$ cat src/rtl/riscv_pkg.sv
// Shared RISC-V definitions: load/store funct3 encodings and MEM-stage FSM states.
package riscv_pkg;

  localparam logic [2:0] F3_LB  = 3'b000;
  localparam logic [2:0] F3_LH  = 3'b001;
  localparam logic [2:0] F3_LW  = 3'b010;
  localparam logic [2:0] F3_LBU = 3'b100;
  localparam logic [2:0] F3_LHU = 3'b101;

  localparam logic [2:0] F3_SB  = 3'b000;
  localparam logic [2:0] F3_SH  = 3'b001;
  localparam logic [2:0] F3_SW  = 3'b010;

  typedef enum logic {
    StIdle = 1'b0,
    StWait = 1'b1
  } mem_state_e;

endpackage

$ cat src/rtl/load_store_align.sv
// Combinational data-path helper for the MEM stage: access legality, store lane
// replication/strobes and load byte/half extraction with sign or zero extension.
module load_store_align
  import riscv_pkg::*;
(
  input  logic [2:0]  funct3_i,
  input  logic [31:0] addr_i,
  input  logic        mem_read_i,
  input  logic        mem_write_i,
  input  logic [31:0] store_data_i,
  input  logic [31:0] rdata_i,
  output logic        legal_o,
  output logic        illegal_o,
  output logic [31:0] wdata_o,
  output logic [3:0]  wstrb_o,
  output logic [31:0] load_data_o
);

  logic [31:0] shifted;

  always_comb begin
    legal_o = 1'b0;
    if (mem_read_i && !mem_write_i) begin
      case (funct3_i)
        F3_LB, F3_LBU: legal_o = 1'b1;
        F3_LH, F3_LHU: legal_o = ~addr_i[0];
        F3_LW:         legal_o = (addr_i[1:0] == 2'b00);
        default:       legal_o = 1'b0;
      endcase
    end else if (mem_write_i && !mem_read_i) begin
      case (funct3_i)
        F3_SB:   legal_o = 1'b1;
        F3_SH:   legal_o = ~addr_i[0];
        F3_SW:   legal_o = (addr_i[1:0] == 2'b00);
        default: legal_o = 1'b0;
      endcase
    end
    illegal_o = (mem_read_i | mem_write_i) & ~legal_o;
  end

  // Sub-word stores replicate the data across all lanes; the strobe picks the lane.
  always_comb begin
    wdata_o = store_data_i;
    wstrb_o = 4'b0000;
    if (mem_write_i) begin
      case (funct3_i)
        F3_SB: begin
          wdata_o = {4{store_data_i[7:0]}};
          wstrb_o = 4'b0001 << addr_i[1:0];
        end
        F3_SH: begin
          wdata_o = {2{store_data_i[15:0]}};
          wstrb_o = addr_i[1] ? 4'b1100 : 4'b0011;
        end
        F3_SW:   wstrb_o = 4'b1111;
        default: wstrb_o = 4'b0000;
      endcase
    end
  end

  always_comb begin
    shifted = rdata_i >> {addr_i[1:0], 3'b000};
    case (funct3_i)
      F3_LB:   load_data_o = {{24{shifted[7]}}, shifted[7:0]};
      F3_LBU:  load_data_o = {24'h000000, shifted[7:0]};
      F3_LH:   load_data_o = {{16{shifted[15]}}, shifted[15:0]};
      F3_LHU:  load_data_o = {16'h0000, shifted[15:0]};
      default: load_data_o = rdata_i;
    endcase
  end

endmodule

$ cat src/rtl/mem_access_stage.sv
// MEM stage: drives the req/ack data bus with wait-state timeout, resolves the branch
// redirect, stalls the front end while an access is outstanding and owns MEM/WB.
module mem_access_stage
  import riscv_pkg::*;
#(
  parameter int unsigned TIMEOUT_CYCLES = 16
) (
  input  logic        clk,
  input  logic        rst,
  input  logic [31:0] exmem_pc_target,
  input  logic [31:0] exmem_ula_result,
  input  logic [31:0] exmem_reg_data2,
  input  logic [4:0]  exmem_rd,
  input  logic [2:0]  exmem_funct3,
  input  logic        exmem_RegWrite,
  input  logic        exmem_MemRead,
  input  logic        exmem_MemWrite,
  input  logic        exmem_MemtoReg,
  input  logic        exmem_Branch,
  input  logic        exmem_zero_flag,
  output logic        dmem_req,
  output logic        dmem_we,
  output logic [31:0] dmem_addr,
  output logic [31:0] dmem_wdata,
  output logic [3:0]  dmem_wstrb,
  input  logic [31:0] dmem_rdata,
  input  logic        dmem_ack,
  output logic        mem_stall,
  output logic        pc_src,
  output logic [31:0] pc_redirect,
  output logic [31:0] memwb_read_data,
  output logic [31:0] memwb_ula_result,
  output logic [4:0]  memwb_rd,
  output logic        memwb_RegWrite,
  output logic        memwb_MemtoReg,
  output logic        mem_fault
);

  localparam logic [7:0] TimeoutCnt = 8'(TIMEOUT_CYCLES);

  logic        legal;
  logic        illegal;
  logic [31:0] load_data;
  logic        ack_eff;
  logic        abort;

  mem_state_e  state_q, state_d;
  logic [7:0]  cnt_q, cnt_d;
  logic        done_q, done_d;

  logic [31:0] read_data_q, read_data_d;
  logic [31:0] ula_q, ula_d;
  logic [4:0]  rd_q, rd_d;
  logic        regwrite_q, regwrite_d;
  logic        memtoreg_q, memtoreg_d;
  logic        fault_q, fault_d;

  load_store_align u_align (
    .funct3_i     (exmem_funct3),
    .addr_i       (exmem_ula_result),
    .mem_read_i   (exmem_MemRead),
    .mem_write_i  (exmem_MemWrite),
    .store_data_i (exmem_reg_data2),
    .rdata_i      (dmem_rdata),
    .legal_o      (legal),
    .illegal_o    (illegal),
    .wdata_o      (dmem_wdata),
    .wstrb_o      (dmem_wstrb),
    .load_data_o  (load_data)
  );

  // done_q marks the cycle after a timeout: the same EX/MEM entry must not re-request.
  assign abort     = done_q;
  assign dmem_req  = legal & ~done_q;
  assign ack_eff   = dmem_ack & dmem_req;
  assign dmem_we   = exmem_MemWrite;
  assign dmem_addr = {exmem_ula_result[31:2], 2'b00};
  assign mem_stall = legal & ~ack_eff & ~abort;

  assign pc_src      = exmem_Branch & exmem_zero_flag & ~mem_stall;
  assign pc_redirect = mem_stall ? 32'h0 : exmem_pc_target;

  always_comb begin
    state_d = state_q;
    cnt_d   = cnt_q;
    done_d  = 1'b0;
    unique case (state_q)
      StIdle: begin
        cnt_d = 8'd0;
        if (dmem_req && !ack_eff) begin
          state_d = StWait;
          cnt_d   = 8'd1;
        end
      end
      StWait: begin
        if (ack_eff) begin
          state_d = StIdle;
          cnt_d   = 8'd0;
        end else if (cnt_q == TimeoutCnt) begin
          state_d = StIdle;
          cnt_d   = 8'd0;
          done_d  = 1'b1;
        end else begin
          cnt_d = cnt_q + 8'd1;
        end
      end
    endcase
  end

  always_comb begin
    read_data_d = read_data_q;
    ula_d       = ula_q;
    rd_d        = rd_q;
    regwrite_d  = regwrite_q;
    memtoreg_d  = memtoreg_q;
    if (mem_stall) begin
      regwrite_d = 1'b0;
      memtoreg_d = 1'b0;
    end else begin
      rd_d        = exmem_rd;
      ula_d       = exmem_ula_result;
      memtoreg_d  = exmem_MemtoReg;
      regwrite_d  = exmem_RegWrite & ~illegal & ~abort;
      read_data_d = (exmem_MemRead & ack_eff) ? load_data : 32'h0;
    end
    fault_d = illegal | abort;
  end

  always_ff @(posedge clk or posedge rst) begin
    if (rst) begin
      state_q     <= StIdle;
      cnt_q       <= 8'd0;
      done_q      <= 1'b0;
      read_data_q <= 32'h0;
      ula_q       <= 32'h0;
      rd_q        <= 5'd0;
      regwrite_q  <= 1'b0;
      memtoreg_q  <= 1'b0;
      fault_q     <= 1'b0;
    end else begin
      state_q     <= state_d;
      cnt_q       <= cnt_d;
      done_q      <= done_d;
      read_data_q <= read_data_d;
      ula_q       <= ula_d;
      rd_q        <= rd_d;
      regwrite_q  <= regwrite_d;
      memtoreg_q  <= memtoreg_d;
      fault_q     <= fault_d;
    end
  end

  assign memwb_read_data  = read_data_q;
  assign memwb_ula_result = ula_q;
  assign memwb_rd         = rd_q;
  assign memwb_RegWrite   = regwrite_q;
  assign memwb_MemtoReg   = memtoreg_q;
  assign mem_fault        = fault_q;

endmodule

$ cat config.mk
export PLATFORM = sky130hd
export DESIGN_NAME = mem_access_stage
export DESIGN_NICKNAME = d
export VERILOG_FILES = /design/src/rtl/riscv_pkg.sv /design/src/rtl/load_store_align.sv /design/src/rtl/mem_access_stage.sv
export SDC_FILE = /design/constraint.sdc
export NUM_CORES = 1
export LEC_CHECK = 0
export BUFFER_PORTS_ARGS = -buffer_cell sky130_fd_sc_hd__buf_2
export CAP_MARGIN = 20
export CORE_AREA = 5 5 121 123
export CTS_CLUSTER_SIZE = 24
export DETAILED_ROUTE_END_ITERATION = 10
export DIE_AREA = 0 0 126 128
export HOLD_SLACK_MARGIN = 0.1
export PLACE_DENSITY_LB_ADDON = 0.12
export RECOVER_POWER = 25
export SLEW_MARGIN = 40
export SYNTH_ARGS = -nofsm -noshare
export SYNTH_HDL_FRONTEND = slang
export SYNTH_SLANG_ARGS = --single-unit
$ cat constraint.sdc
create_clock -name clk -period 3.2 [get_ports clk]
set_input_delay 0.64 -clock clk [delete_from_list [all_inputs] [get_ports clk]]
set_output_delay 0.64 -clock clk [all_outputs]
set_load 0.01 [all_outputs]
==> results.toml, run 1 <==
[final_layout]
final_common_cell = "buf_2"
instances_no_fill = 928
num-nets-final = 889
final_cell_mix = "317 x buf_2, 82 x dfrtp_1, 34 x and2_1, 30 x mux2_4"
utilization_pct = 50.23
fillerInstances = 1332
layout-area-overhead-vs-synth_pct = 33.90
drive_gt1_share_pct = 55.02

[sta]
hold_viol_final = 0
finalCriticalPeriod_ns = 2.942
slew_violations = 42
max-slew-margin-rel_pct = -25.04
finalClockSkew_ns = 0.007334
setup_violations = 0
hold_slack_ns = 0.4822
fmax_mhz = 339.9
grt_setup_unrepaired = "no"
finalSetupTns_ns = 0
fin_crit_sh_pct = 91.95
tightest_slew_ns = 1.865

[detailed_routing]
ant_nets = 0
drcViolationCount = 0
first_pass_iters = 5
viasPerCell = 4.938
drtIter0Drc = 160
vias = 4582
wirelength_um = 16090
wl_per_cell_um = 17.34

[yosys]
ys.flop_type = "dfrtp_1"
synth_area_um2 = 5086
synthArstFlopShare_pct = 100.0
synthTopCellsByArea = "dfrtp_1 40%, mux2_4 8.9%, buf_4 6.5%"
ys_seq_area_share_pct = 40.34
ys_warn_count = 0
synth.avg_cell_area_um2 = 10.75
synth_top_area_share_pct = 40.34
synth_edf_count = 0
netlist_instances = 473
yosysTopAreaCell = "dfrtp_1"
synth.ff_latch_count = 82
synth_cell_types = 50

[worst_hold_path]
hold_depth = 1
holdCritStartpoint = "memwb_read_data[14]"
hold_class = "reg2reg"
whs_endpoint = "memwb_read_data[14]"

[placed_design]
place_congestion = 0.8319
dp_hpwl_um = 12680
dp.cells = 911
io_buffers = 318

[setup_path]
r2r-start = "abort"
path_cells = "buf_2 > a211oi_2 > o22ai_2 > or4_1 > buf_4 > inv_8 > buf_2"
start_kind = "input port"
rr_endpoint = "memwb_ula_result[31]"
path_buf_inv = 4
r2r_slack_ns = 0.94
worstPathMaxFanout = 37
cp-end-kind = "output pin"
critPathMaxStageDelay_ns = 0.43
cp_top_family = "buffers and inverters"
critPathKind = "in2out"
timing.critical_path.slowest_stage_cell = "or4_1"
cp_data_required_time_ns = 2.56
cp.arrival_ns = 2.30
crit_path_frequent_cell = "buf_2"
reg2reg_depth = 5

[power]
p_per_area_nw_per_um2 = 416.3
fin_total_pwr_w = 0.002835
ir_worst_vdd_v = 0.0002721
power_leakage_nw = 3.517

[floorplanning]
fp.dieH_um = 128
core_area_um2 = 13560
die_w_um = 126
initial_core_util_pct = 37.51
rows = 43
ios = 321
die_area_um2 = 16130

[flow_run]
maxCapViolations = 1

[clocking]
cts_setup_buffers = 0
cts.sinks = 82
clk_latency_ns = 0.33
post_cts_resize_count = 0
holdBufCountCts = 0
cts_inserted_buffers = 9
cts_tree = "yes"
clockBufferDepth = 2
clkSlewWorstSetupHoldPaths_ns = 0.06
htree_levels = 3
cts-root-buf = "clkbuf_16"

[grt]
antenna_found_initial = 5
grt_start_max_net_pins = 42
grt_pass1_vias = 4727
grt_first_pass_wirelength_um = 24960
grt_overflow = 0
grt_usage_pct = 19.37

[status]
violations = "capacitance limit, slew limit"
status = "finished with violations"
cells by family after synthesis:
logic type / count (synthesis) / synth area share, %
and+or+nand+nor: 133 / 14.78
AOI/OAI and AO/OA: 95 / 14.29
DFF: 82 / 40.34
buffers and inverters: 82 / 11.05
muxes: 72 / 17.93
xor gates and xnor gates: 6 / 1.033
adders and majority gates: 2 / 0.4919
other: 1 / 0.07373
worst register-to-register path, cell delays in order (launching register included):
cell and delay (ns):
dfrtp_1 0.47, or4_1 0.54, buf_4 0.24, inv_8 0.22
buf_12 0.26, mux2_1 0.40
stage by stage:
stage               instance area (µm²)  worst slack, ns
detailed placement                 6519           0.2398
CTS                                6815           0.2440
finish                             6810           0.2577
floorplan                          5090           0.4516
global route                       6810           0.1399
global placement                   6506           0.2970
routing by layer:
metal  vias up  track usage, %  wire [µm]  share of wire [%]
met5         -               0         61               0.38
met4         8           4.479        190                1.2
met3        18           6.083       1347                8.4
met2       203           34.59       8303                 52
met1      2170           22.81       6184                 38
li1       2183               -          -                  -
how the worst max path moves through the flow:
stage	start	end	slack, ns	cells after the start
floorplan	rst	abort	0.45	1
global placement	exmem_ula_result[0]	mem_stall	0.30	7
detailed placement	exmem_funct3[2]	mem_stall	0.24	7
CTS	exmem_ula_result[0]	mem_stall	0.24	7
global route	exmem_ula_result[0]	mem_stall	0.14	7
finish	exmem_funct3[2]	mem_stall	0.26	7
cell type report:
type	count	area, µm²	area share [%]
Inverter	8	38.79	0.5695
Multi-Input combinational cell	310	2501	36.73
Antenna cell	1	2.502	0.03674
Timing Repair Buffer	331	1694	24.88
Clock inverter	5	53.80	0.7900
Clock buffer	11	242.7	3.564
Sequential cell	82	2052	30.13
Tap cell	180	225.2	3.307
where the power goes:
part           switching, W  internal [W]
clock network      0.000401      0.000623
registers         0.0000435       0.00110
logic              0.000353      0.000314
registers in the layout, summed over array words and instances (netlist names):
register          cells
abort                 1
cnt_q                 8
mem_fault             1
memwb_MemtoReg        1
memwb_RegWrite        1
memwb_rd              5
memwb_read_data      32
memwb_ula_result     32
state_q               1
cells in the mapped netlist (2+ instances only):
cell type and n:
xor2_1 5, buf_2 5, dfrtp_1 82, mux2i_1 9, and3_1 3, a32o_1 24, a22oi_1 9, and2_1 34
mux2_4 30, nor3_1 2, o21ai_0 10, a31oi_1 2, nor2_1 28, a21oi_1 22, nand3_1 9, buf_4 44
mux2_1 7, buf_6 2, ha_1 2, buf_12 3, nor3b_1 3, inv_1 7, nand2b_1 28, a22o_1 8
o21bai_1 3, nor2b_1 11, clkbuf_1 18, o31ai_1 7, a21o_1 2, nand2_1 9, mux2_2 26
(Power assumes the default switching activity.)
==> inputs of run 2 (changes only) <==
--- a/config.mk
+++ b/config.mk
@@ -12,7 +12,7 @@
 export DETAILED_ROUTE_END_ITERATION = 10
 export DIE_AREA = 0 0 126 128
 export HOLD_SLACK_MARGIN = 0.1
-export PLACE_DENSITY_LB_ADDON = 0.12
+export PLACE_DENSITY = 0.84
 export RECOVER_POWER = 25
 export SLEW_MARGIN = 40
 export SYNTH_ARGS = -nofsm -noshare
==> results.toml, run 2 (synthesized netlist as in run 1, its figures left out) <==
[status]
status = "finished with violations"
violations = "capacitance limit, slew limit"

[sta]
fin_crit_sh_pct = 92.16
finalSetupTns_ns = 0
fmax_mhz = 339.1
max-slew-margin-rel_pct = -24.95
setup_violations = 0
slew_violations = 52
grt_setup_unrepaired = "no"
finalCriticalPeriod_ns = 2.949
tightest_slew_ns = 1.872
fin_ws_ns = 0.2508
finalClockSkew_ns = 0.01052
hold_viol_final = 0

[floorplanning]
initial_core_util_pct = 37.51
fp.dieH_um = 128
ios = 321
die_w_um = 126
core_area_um2 = 13560
rows = 43
die_area_um2 = 16130

[placed_design]
dp.cells = 913
placed_area_um2 = 6550
post-place-ws_ns = 0.2482
dp_hpwl_um = 13360
place_congestion = 0.9011
io_buffers = 318

[clocking]
cts_inserted_buffers = 9
clk_latency_ns = 0.35
cts_tree = "yes"
holdBufCountCts = 0
clkSlewWorstSetupHoldPaths_ns = 0.06
htree_levels = 3
cts-root-buf = "clkbuf_16"
post_cts_resize_count = 0
clockBufferDepth = 2
cts_setup_buffers = 0
cts.sinks = 82

[setup_path]
cp_data_required_time_ns = 2.56
start_kind = "input port"
cp-end-kind = "output pin"
startpoint = "exmem_ula_result[0]"
r2r_slack_ns = 1.03
worstPathMaxFanout = 37
cp.arrival_ns = 2.31
critPathKind = "in2out"
r2r-start = "abort"

[worst_hold_path]
holdCritStartpoint = "memwb_read_data[30]"
hold_class = "reg2reg"

[detailed_routing]
viasPerCell = 4.962
wl_per_cell_um = 17.89
drtIter0Drc = 209
wirelength_um = 16640
drcViolationCount = 0
first_pass_iters = 4
vias = 4615
ant_nets = 0

[final_layout]
fillerInstances = 1281
final_cell_mix = "317 x buf_2, 82 x dfrtp_1, 34 x and2_1, 30 x mux2_4"
num-nets-final = 891
instances_no_fill = 930
drive_gt1_share_pct = 55.27
fin_area_um2 = 6858
final_common_cell = "buf_2"
layout-area-overhead-vs-synth_pct = 34.83

[power]
ir_worst_vdd_v = 0.0002514
power_leakage_nw = 3.541
p_per_area_nw_per_um2 = 429.4

[grt]
grt_overflow = 0
grt_usage_pct = 19.94
grt_first_pass_wirelength_um = 25320
grt_pass1_vias = 4670
antenna_found_initial = 0
grt_start_max_net_pins = 52

[flow_run]
maxCapViolations = 1
run 2: changes by cell type in the layout (fill, tap and decap cells not counted), sizes merged:
| cell | previous run | this run |
|---|---|---|
| buf | 328 | 331 |
| clkbuf | 14 | 11 |
| clkinv | 4 | 1 |
| inv | 7 | 10 |
| bufinv | 1 | 2 |
| clkinvlp | 1 | 2 |
run 2: through the flow:
step	power, W	utilization, %	hold slack [ns]
after global routing	0.003094	50.56	0.5077
after detailed placement	0.001844	48.31	0.4769
after CTS	0.002976	50.72	0.3248
final	0.002945	50.58	0.4834
after floorplan	0.001572	-	0.5022
after global placement	0.001829	48.19	0.4686
run 2: final timing paths:
kind | end | cells past startpoint
worst max register to register | memwb_ula_result[21] | 5
max in group asynchronous | memwb_read_data[11] | 3
worst max-delay path | pc_src | 7
worst min-delay path | memwb_read_data[30] | 1
worst min register to register | memwb_read_data[30] | 1
min in group asynchronous | memwb_ula_result[17] | 2
run 2: layout make-up:
class	count	area [µm²]	area share, %
repair buffers	333	1713	24.98
well taps	180	225.2	3.284
diodes	1	2.502	0.03649
clock inverters	7	101.3	1.478
clock buffers	9	225.2	3.284
flip-flops and latches	82	2052	29.92
inverters	8	37.54	0.5473
multi-input cells	310	2501	36.47
run 2: report_power, final:
group          leakage [nW]  switching, W  internal, W
sequential             1.05     0.0000448      0.00110
clock                 0.153      0.000438     0.000690
combinational          2.34      0.000358     0.000315
run 2: routing by layer:
| layer | track usage [%] | share of wire [%] | vias to the layer above | wire length [µm] |
|---|---|---|---|---|
| li1 | - | - | 2185 | - |
| met1 | 23.53 | 38 | 2162 | 6328 |
| met2 | 36.40 | 52 | 242 | 8681 |
| met3 | 4.375 | 8.0 | 26 | 1328 |
| met4 | 5.741 | 1.8 | 0 | 299 |
| met5 | 0 | 0 | - | 0 |
run 2: worst max-delay path, stage by stage:
cell and delay [ns]:
buf_2 0.16, nor4_4 0.29, o22ai_2 0.19, or4_1 0.42, buf_4 0.24, and3_1 0.22
buf_2 0.13
